===== src/rtl/cpu_pkg.sv =====
// Shared types and constants for the CPU front end.
// A fetch packet pairs an instruction word with its byte PC.
`timescale 1ns/1ps
package cpu_pkg;
    localparam int INST_W  = 32;
    localparam int PC_W    = 32;
    localparam int PC_STEP = 4;

    typedef struct packed {
        logic [INST_W-1:0] inst;
        logic [PC_W-1:0]   pc;
    } fetch_pkt_t;

    // Instruction PCs are always word aligned; low two bits are dropped.
    function automatic logic [PC_W-1:0] align_pc(input logic [PC_W-1:0] pc);
        return pc & ~PC_W'(3);
    endfunction
endpackage


===== src/rtl/fetch_queue.sv =====
// Two-entry synchronous FIFO of fetch packets, flushed on redirect.
// The head entry is presented combinationally to the decoder.
`timescale 1ns/1ps
module fetch_queue
    import cpu_pkg::*;
(
    input  logic       clk,
    input  logic       rstn,
    input  logic       push,
    input  fetch_pkt_t push_pkt,
    input  logic       pop,
    input  logic       flush,
    output logic [1:0] count,
    output fetch_pkt_t head
);

    fetch_pkt_t mem [2];
    logic       wr_ptr;
    logic       rd_ptr;

    // Entries are cleared on reset so the outputs never carry X.
    always_ff @(posedge clk or negedge rstn) begin
        if (!rstn) begin
            mem[0] <= '0;
            mem[1] <= '0;
            wr_ptr <= 1'b0;
            rd_ptr <= 1'b0;
            count  <= 2'd0;
        end else if (flush) begin
            wr_ptr <= 1'b0;
            rd_ptr <= 1'b0;
            count  <= 2'd0;
        end else begin
            if (push) begin
                mem[wr_ptr] <= push_pkt;
                wr_ptr      <= ~wr_ptr;
            end
            if (pop) begin
                rd_ptr <= ~rd_ptr;
            end
            count <= count + 2'(push) - 2'(pop);
        end
    end

    assign head = mem[rd_ptr];

endmodule


===== src/rtl/inst_fetch.sv =====
// Instruction fetch stage: PC generation, credit-based BRAM reads and a
// two-entry output queue so decoder stalls never lose an instruction.
`timescale 1ns/1ps
module inst_fetch
    import cpu_pkg::*;
#(
    parameter logic [31:0] RESET_PC = 32'h0000_0000,
    parameter int          IMEM_AW  = 15,
    parameter int          QDEPTH   = 2
) (
    input  logic               clk,
    input  logic               rstn,
    output logic               imem_en,
    output logic [IMEM_AW-1:0] imem_addr,
    input  logic [31:0]        imem_rdata,
    input  logic               redirect,
    input  logic [31:0]        redirect_pc,
    output logic               out_valid,
    input  logic               out_ready,
    output logic [31:0]        out_inst,
    output logic [31:0]        out_pc
);

    logic [PC_W-1:0] fetch_pc;
    logic [PC_W-1:0] inflight_pc;
    logic            inflight;
    logic [1:0]      count;
    logic [2:0]      credit;
    logic            pop;
    logic            push;
    logic            issue;
    fetch_pkt_t      push_pkt;
    fetch_pkt_t      head;

    assign out_valid = (count != 2'd0);
    assign pop       = out_valid & out_ready;
    assign push      = inflight & ~redirect;

    // A read may only be issued if its response is guaranteed a queue slot,
    // counting the outstanding read and any slot freed by this cycle's pop.
    // rstn gates issue so the BRAM is idle while reset is held.
    always_comb begin
        credit = 3'(count) + 3'(inflight);
        issue  = rstn & ~redirect & (credit < (3'(QDEPTH) + 3'(pop)));
    end

    assign imem_en   = issue;
    assign imem_addr = rstn ? fetch_pc[IMEM_AW+1:2] : '0;

    always_ff @(posedge clk or negedge rstn) begin
        if (!rstn) begin
            fetch_pc <= RESET_PC;
            inflight <= 1'b0;
        end else begin
            inflight <= issue;
            if (redirect) begin
                fetch_pc <= align_pc(redirect_pc);
            end else if (issue) begin
                fetch_pc <= fetch_pc + PC_W'(PC_STEP);
            end
        end
    end

    // PC of the outstanding read; only consumed while inflight is set.
    always_ff @(posedge clk) begin
        if (issue) begin
            inflight_pc <= fetch_pc;
        end
    end

    assign push_pkt = '{inst: imem_rdata, pc: inflight_pc};

    fetch_queue u_queue (
        .clk      (clk),
        .rstn     (rstn),
        .push     (push),
        .push_pkt (push_pkt),
        .pop      (pop),
        .flush    (redirect),
        .count    (count),
        .head     (head)
    );

    assign out_inst = head.inst;
    assign out_pc   = head.pc;

endmodule


===== config.mk =====
export PLATFORM = sky130hd
export DESIGN_NAME = inst_fetch
export DESIGN_NICKNAME = d
export VERILOG_FILES = /design/src/rtl/cpu_pkg.sv /design/src/rtl/fetch_queue.sv /design/src/rtl/inst_fetch.sv
export SDC_FILE = /design/constraint.sdc
export NUM_CORES = 1
export LEC_CHECK = 0
export BUFFER_PORTS_ARGS = -buffer_cell sky130_fd_sc_hd__buf_2
export CORE_ASPECT_RATIO = 0.75
export CORE_MARGIN = 4
export CORE_UTILIZATION = 25
export CTS_CLUSTER_SIZE = 28
export DETAILED_ROUTE_END_ITERATION = 10
export GPL_TIMING_DRIVEN = 1
export PLACE_DENSITY = 0.5
export SETUP_SLACK_MARGIN = 0.4
export SLEW_MARGIN = 25
export SYNTH_ARGS = -nofsm -noshare
export SYNTH_HDL_FRONTEND = slang
export SYNTH_SLANG_ARGS = --single-unit

===== constraint.sdc =====
create_clock -name clk -period 3.2 [get_ports clk]
set_clock_uncertainty 0.2 [all_clocks]
set_input_delay 0.16 -clock clk [delete_from_list [all_inputs] [get_ports clk]]
set_output_delay 0.16 -clock clk [all_outputs]
set_load 0.05 [all_outputs]

# After elaboration in Yosys (flattened, before gate mapping)
# Cells that the tools add are included.
[totals]
reg_bits = 197
latchBits = 0
mem_bits_rw = 0
romBits = 0
inputBits = 68
out_inout_bits = 81
mem_count = 0
[op_classes]
add_sub_neg = 5
n_mul = 0
div_mod_pow = 0
n_lt_le_gt_ge = 4
eq_ne = 0
shift = 0
n_mux = 14
n_bitwise = 9
reduce_logical = 6
[op_table]
columns = ["cell", "n"]
rows = [
  ["2-to-1 mux 64 bit", 4],
  ["bitwise mux 128 bit", 1],
  ["demux 64 bit (select 1 bit)", 1],
  ["2-to-1 mux 32 bit", 2],
  ["adder 32 x 3 -> 32 bit (second input constant)", 1],
  ["2-to-1 mux 15 bit", 1],
  ["nonzero test 2 bit", 4],
  ["AND 1 bit", 4],
  [">= comparator 2 bit (second input constant)", 2],
  ["2-to-1 mux 1 bit", 4],
  ["NOT 1 -> 2 bit", 2],
  ["adder 2 x 1 -> 3 bit", 1],
  ["adder 2 x 1 -> 3 bit (first input constant)", 1],
  ["< comparator 3 bit", 1],
  ["NOT 1 bit", 3],
  ["adder 2 x 1 -> 2 bit", 1],
  ["< comparator 2 x 1 -> 1 bit (second input constant)", 1],
  ["2-to-1 mux 2 bit", 1],
  ["AND reduction 2 bit", 1],
  ["subtractor 2 x 1 -> 2 bit", 1],
  ["logical AND 1 bit", 1],
]

# Logic depth before layout (Yosys ltp)
[logic_depth]
depth_word = 7
ltp_mapped = 9
mapped_depth_nobuf = 7

# Cells and area by module
# Synthesis repeated with hierarchy kept, for this count alone.
[hier_totals]
cells_unflattened = 620
hier_area_um2 = 9056.2
[by_module_without_submodules]
columns = ["module", "instances", "cells_per_inst", "area_per_inst_um2", "seq_area_each_um2"]
rows = [
  ["fetch_queue", 1, 358, 6138.4, 3303.2],
  ["inst_fetch", 1, 262, 2917.8, 1676.6],
]

# Least setup slack after synthesis
# Ideal clock, no wire load.
[synth_timing]
kind = "reg-to-reg"
startpoint = "reg inflight"
endpoint = "reg inflight_pc[10], enable pin"
setup_time_ns = 0.448
arrival_ns = 3.169
required_ns = 2.552
path_slack_ns = -0.617
stages_incl_launch_ff = 6
n_path_buf = 0
period_less_slack_ns = 3.817
path_cell_list = "dfrtp_1 -> ha_1 -> ha_1 -> o21ai_1 -> nand2_1 -> nor2_1"
[synth_between]
elab_chain_cells = 3
[synth_lines]
columns = ["item", "line", "source"]
rows = [
  ["start, declared", "inst_fetch.sv:26", "logic inflight;"],
  ["start signal, assigned", "inst_fetch.sv:55", "inflight <= issue;"],
  ["adder 2 x 1 -> 3 bit", "inst_fetch.sv:43", "credit = 3'(count) + 3'(inflight);"],
  ["< comparator 3 bit", "inst_fetch.sv:44", "issue = rstn & ~redirect & (credit < (3'(QDEPTH) + 3'(pop)));"],
  ["AND 1 bit", "inst_fetch.sv:44", ""],
  ["via imem_en", "inst_fetch.sv:13", "output logic imem_en,"],
  ["end signal, assigned", "inst_fetch.sv:67", "inflight_pc <= fetch_pc;"],
  ["end, declared", "inst_fetch.sv:25", "logic [PC_W-1:0] inflight_pc;"],
]
# The timed path passes the listed nets, and every way through them passes these cells.
# A chain may end at the register's enable or synchronous reset.

# Worst setup path in the final report
[layout_timing]
startpoint = "reg inflight"
endpoint = "out imem_en"
[layout_between]
elab_chain_cells = 3
[layout_lines]
columns = ["item", "line"]
rows = [
  ["adder 2 x 1 -> 3 bit", "inst_fetch.sv:43"],
  ["< comparator 3 bit", "inst_fetch.sv:44"],
  ["AND 1 bit", "inst_fetch.sv:44"],
  ["end, declared", "inst_fetch.sv:13"],
]
# Every way passes these cells.

==> run metrics <==
DRT iter0 DRCs=263; number of global-route vias before repair=5,796; first-pass GRT wire length=33.6 mm; via count=5,495; GRT Total Usage=11.8%; post-route cell area=~0.011 sq mm; register bit total from synthesis=~190; largest net degree at the start of global routing=around 110; Starting Density=25.6%; clock buffer depth=2; Async S/R FF share, synth=84.1%; drt wl/cell=16.7 um; Worst path depth=7; IO Port Bufs=around 140; detailed placement HPWL=13.8 mm; Sink Count=~190; Die H=167 um; Routed Antenna Nets=0; synthesized area=0.00839 sq mm; core footprint=0.0327 sq mm; Clock Tree Root=clkbuf_16; Final min period=between 2 and 3 ns; post-synthesis sequential area ratio=roughly three fifths; Fin Setup TNS=0 ns; DRC Markers=0; htree depth=4; sum of buffers and inverters on the critical path=2; slowest CP cell=dfrtp_1; fmax=381 MHz; Final Cycle Share=82.1%; Rel. slew slack=42.7%; clock buffer count from CTS=17; io pins=149; worst r2r path cells=7; CP top delay family=simple AND/OR/NAND/NOR gates; total gr overflow=0; final setup violation count=0; ANT cells=0; number of max-cap violations=0; Max Transition Viols Final=0; Area Growth Syn to Fin=30.7%; Worst-Margin Slew=0.859 ns; nets=888; Gate Count Post-Synth=609; yosys synthesis warning count=0; Clock Latency Late Sink=0.44 ns; TritonRoute pass-1 iters=5; RSZ-0062 raised after global routing=false; crit-path cells=ha_1 > ha_1 > nor2b_1 > buf_4 > nand2_1 > nor2_4 > clkbuf_4; antenna violations before repair=0; Final Hold Fails=0; CTS tree=yes; outcome=completed; commonest non-fill, non-tap cell in the layout=mux2_2; Clock Pin Slew Worst Setup and Hold Paths=0.07 ns; dpl cells=approximately 1,200; fill cell count=about 3,200; commonest cells after routing, fill and taps aside=mux2_2 (186), dfrtp_1 (158), buf_2 (142), dlygate4sd3_1 (64), nand2_1 (35); layout cells sized above 1=47.5%; Synth top area share=47.4%; PwrDens=roughly 1000 mW/mm^2; Pleak=4.68 nW; critical path endpoint category=output port; via-per-instance ratio=roughly 4.3; Worst EP required=between 2 and 3 ns; DP Area=0.00967 sq mm; CP startpoint kind=flip-flop; Post-synth EDFFs=30; Routed Wire Length=21.2 mm; Distinct cells, synth=42; CP Class=reg -> out; ys flop type=dfrtp_1; delay of the slowest critical-path stage=~0.40 ns; Hold Crit Class=in -> async; Final Wtd Congestion=approximately 0.75; WP data arrival=approximately 2.3 ns; Post-Layout Cell Count=1,270; row count=57; Chip Width=220 um; ranking of synthesized cells by area=dfrtp_1 (47%), mux2_2 (25%), edfxtp_1 (11%); largest area contributor in the netlist=dfrtp_1; die area=0.0366 sq mm; Avg Cell Area, Syn=13.8 sq um; Worst VDD drop=between 0.7 and 0.8 mV; crit-path max FO=8; CP most frequent cell=ha_1
==> cell usage after synthesis (3+ instances only) <==
cell	instances
xnor2_1	21
xor2_1	10
and4_1	3
o21ai_1	5
ha_1	5
buf_1	5
clkbuf_1	26
nand3_1	10
o21ai_0	25
nor2_1	4
edfxtp_1	30
inv_1	4
and2_1	16
nand2_1	36
nand4_1	11
nor2b_1	5
dfrtp_1	159
nor4_1	16
nor3_1	3
mux2_2	186
==> per-layer routing <==
layer	track usage [%]	part of all wire, %	wire length (um)	up-vias
met5	0	0	0	-
met4	3.08	1.0	218	0
met3	3.08	4.0	853	13
met2	16.7	43	9000	126
met1	17.8	52	11100	2743
li1	-	-	-	2613
==> power breakdown <==
part	total (mW)	internal, mW	switching (mW)	leakage (nW)
registers	3.82	3.36	0.465	2.23
logic	4.92	1.71	3.21	2.15
clock network	2.30	1.29	1.01	0.305
==> through the flow <==
| step | worst slack, ns | hold WS (ns) | total power, mW | util (%) |
|---|---|---|---|---|
| after detailed placement | 0.474 | 0.127 | 8.77 | 29.6 |
| after CTS | 0.409 | 0.136 | 11.2 | 33.5 |
| after floorplan | 0.614 | -0.336 | 7.59 | - |
| after global routing | 0.424 | 0.166 | 11.7 | 33.5 |
| after global placement | 0.495 | 0.135 | 8.73 | 29.6 |
| final | 0.573 | 0.155 | 11.0 | 33.5 |
==> area by class of cell <==
class                      instances  area, sq um  share of cell area (%)
sequential                       189         4880                    44.5
multi-input combinational        382         3380                    30.8
timing repair buffer             221         1510                    13.7
tap                              442          553                    5.04
clock buffer                      19          453                    4.13
clock inverter                    13          180                    1.64
inverter                           4         15.0                   0.137
==> tightest hold or removal path, stage by stage <==
cell and delay [ns]:
dlygate4sd3_1 0.56, buf_6 0.14, buf_12 0.39
==> state kept, by name (all words and copies together), names as in the netlist <==
register / count
inflight_pc: 30
inflight: 1
u_queue.count: 2
u_queue.wr_ptr: 1
u_queue.rd_ptr: 1
fetch_pc: 30
u_queue.mem: 124
==> logic make-up (layout without fill, tap and decap cells) <==
group / after synthesis / count (layout) / synth area share, %
flops: 189 / 189 / 58.1
mux: 187 / 187 / 25.1
simple gates: 123 / 123 / 8.57
buf+inv: 39 / 257 / 2.01
compound gates: 34 / 34 / 2.18
xor+xnor: 31 / 31 / 3.23
fa+ha+maj: 5 / 5 / 0.745
other cells: 1 / 2 / 0.0447
==> final timing paths <==
kind                                      start               end  slack [ns]
worst max-delay path                   inflight           imem_en        0.57
worst min-delay path                       rstn   u_queue.mem[90]        0.16
max in group asynchronous                  rstn   u_queue.mem[56]        1.32
worst min register to register  u_queue.mem[37]   u_queue.mem[37]        0.30
min in group clk                       redirect  u_queue.count[1]        0.16
worst max register to register         inflight      fetch_pc[30]        0.58
==> repair_timing <==
| action | in CTS | in global routing |
|---|---|---|
| pin swaps | 1 | 0 |
| endpoints found under the setup margin | 1 | 12 |
| resized for setup | 0 | 3 |
| buffers inserted | 1 | 0 |
| hold buffers | 64 | 0 |
| hold endpoints to repair | 190 | 0 |
(Power assumes the default switching activity.)
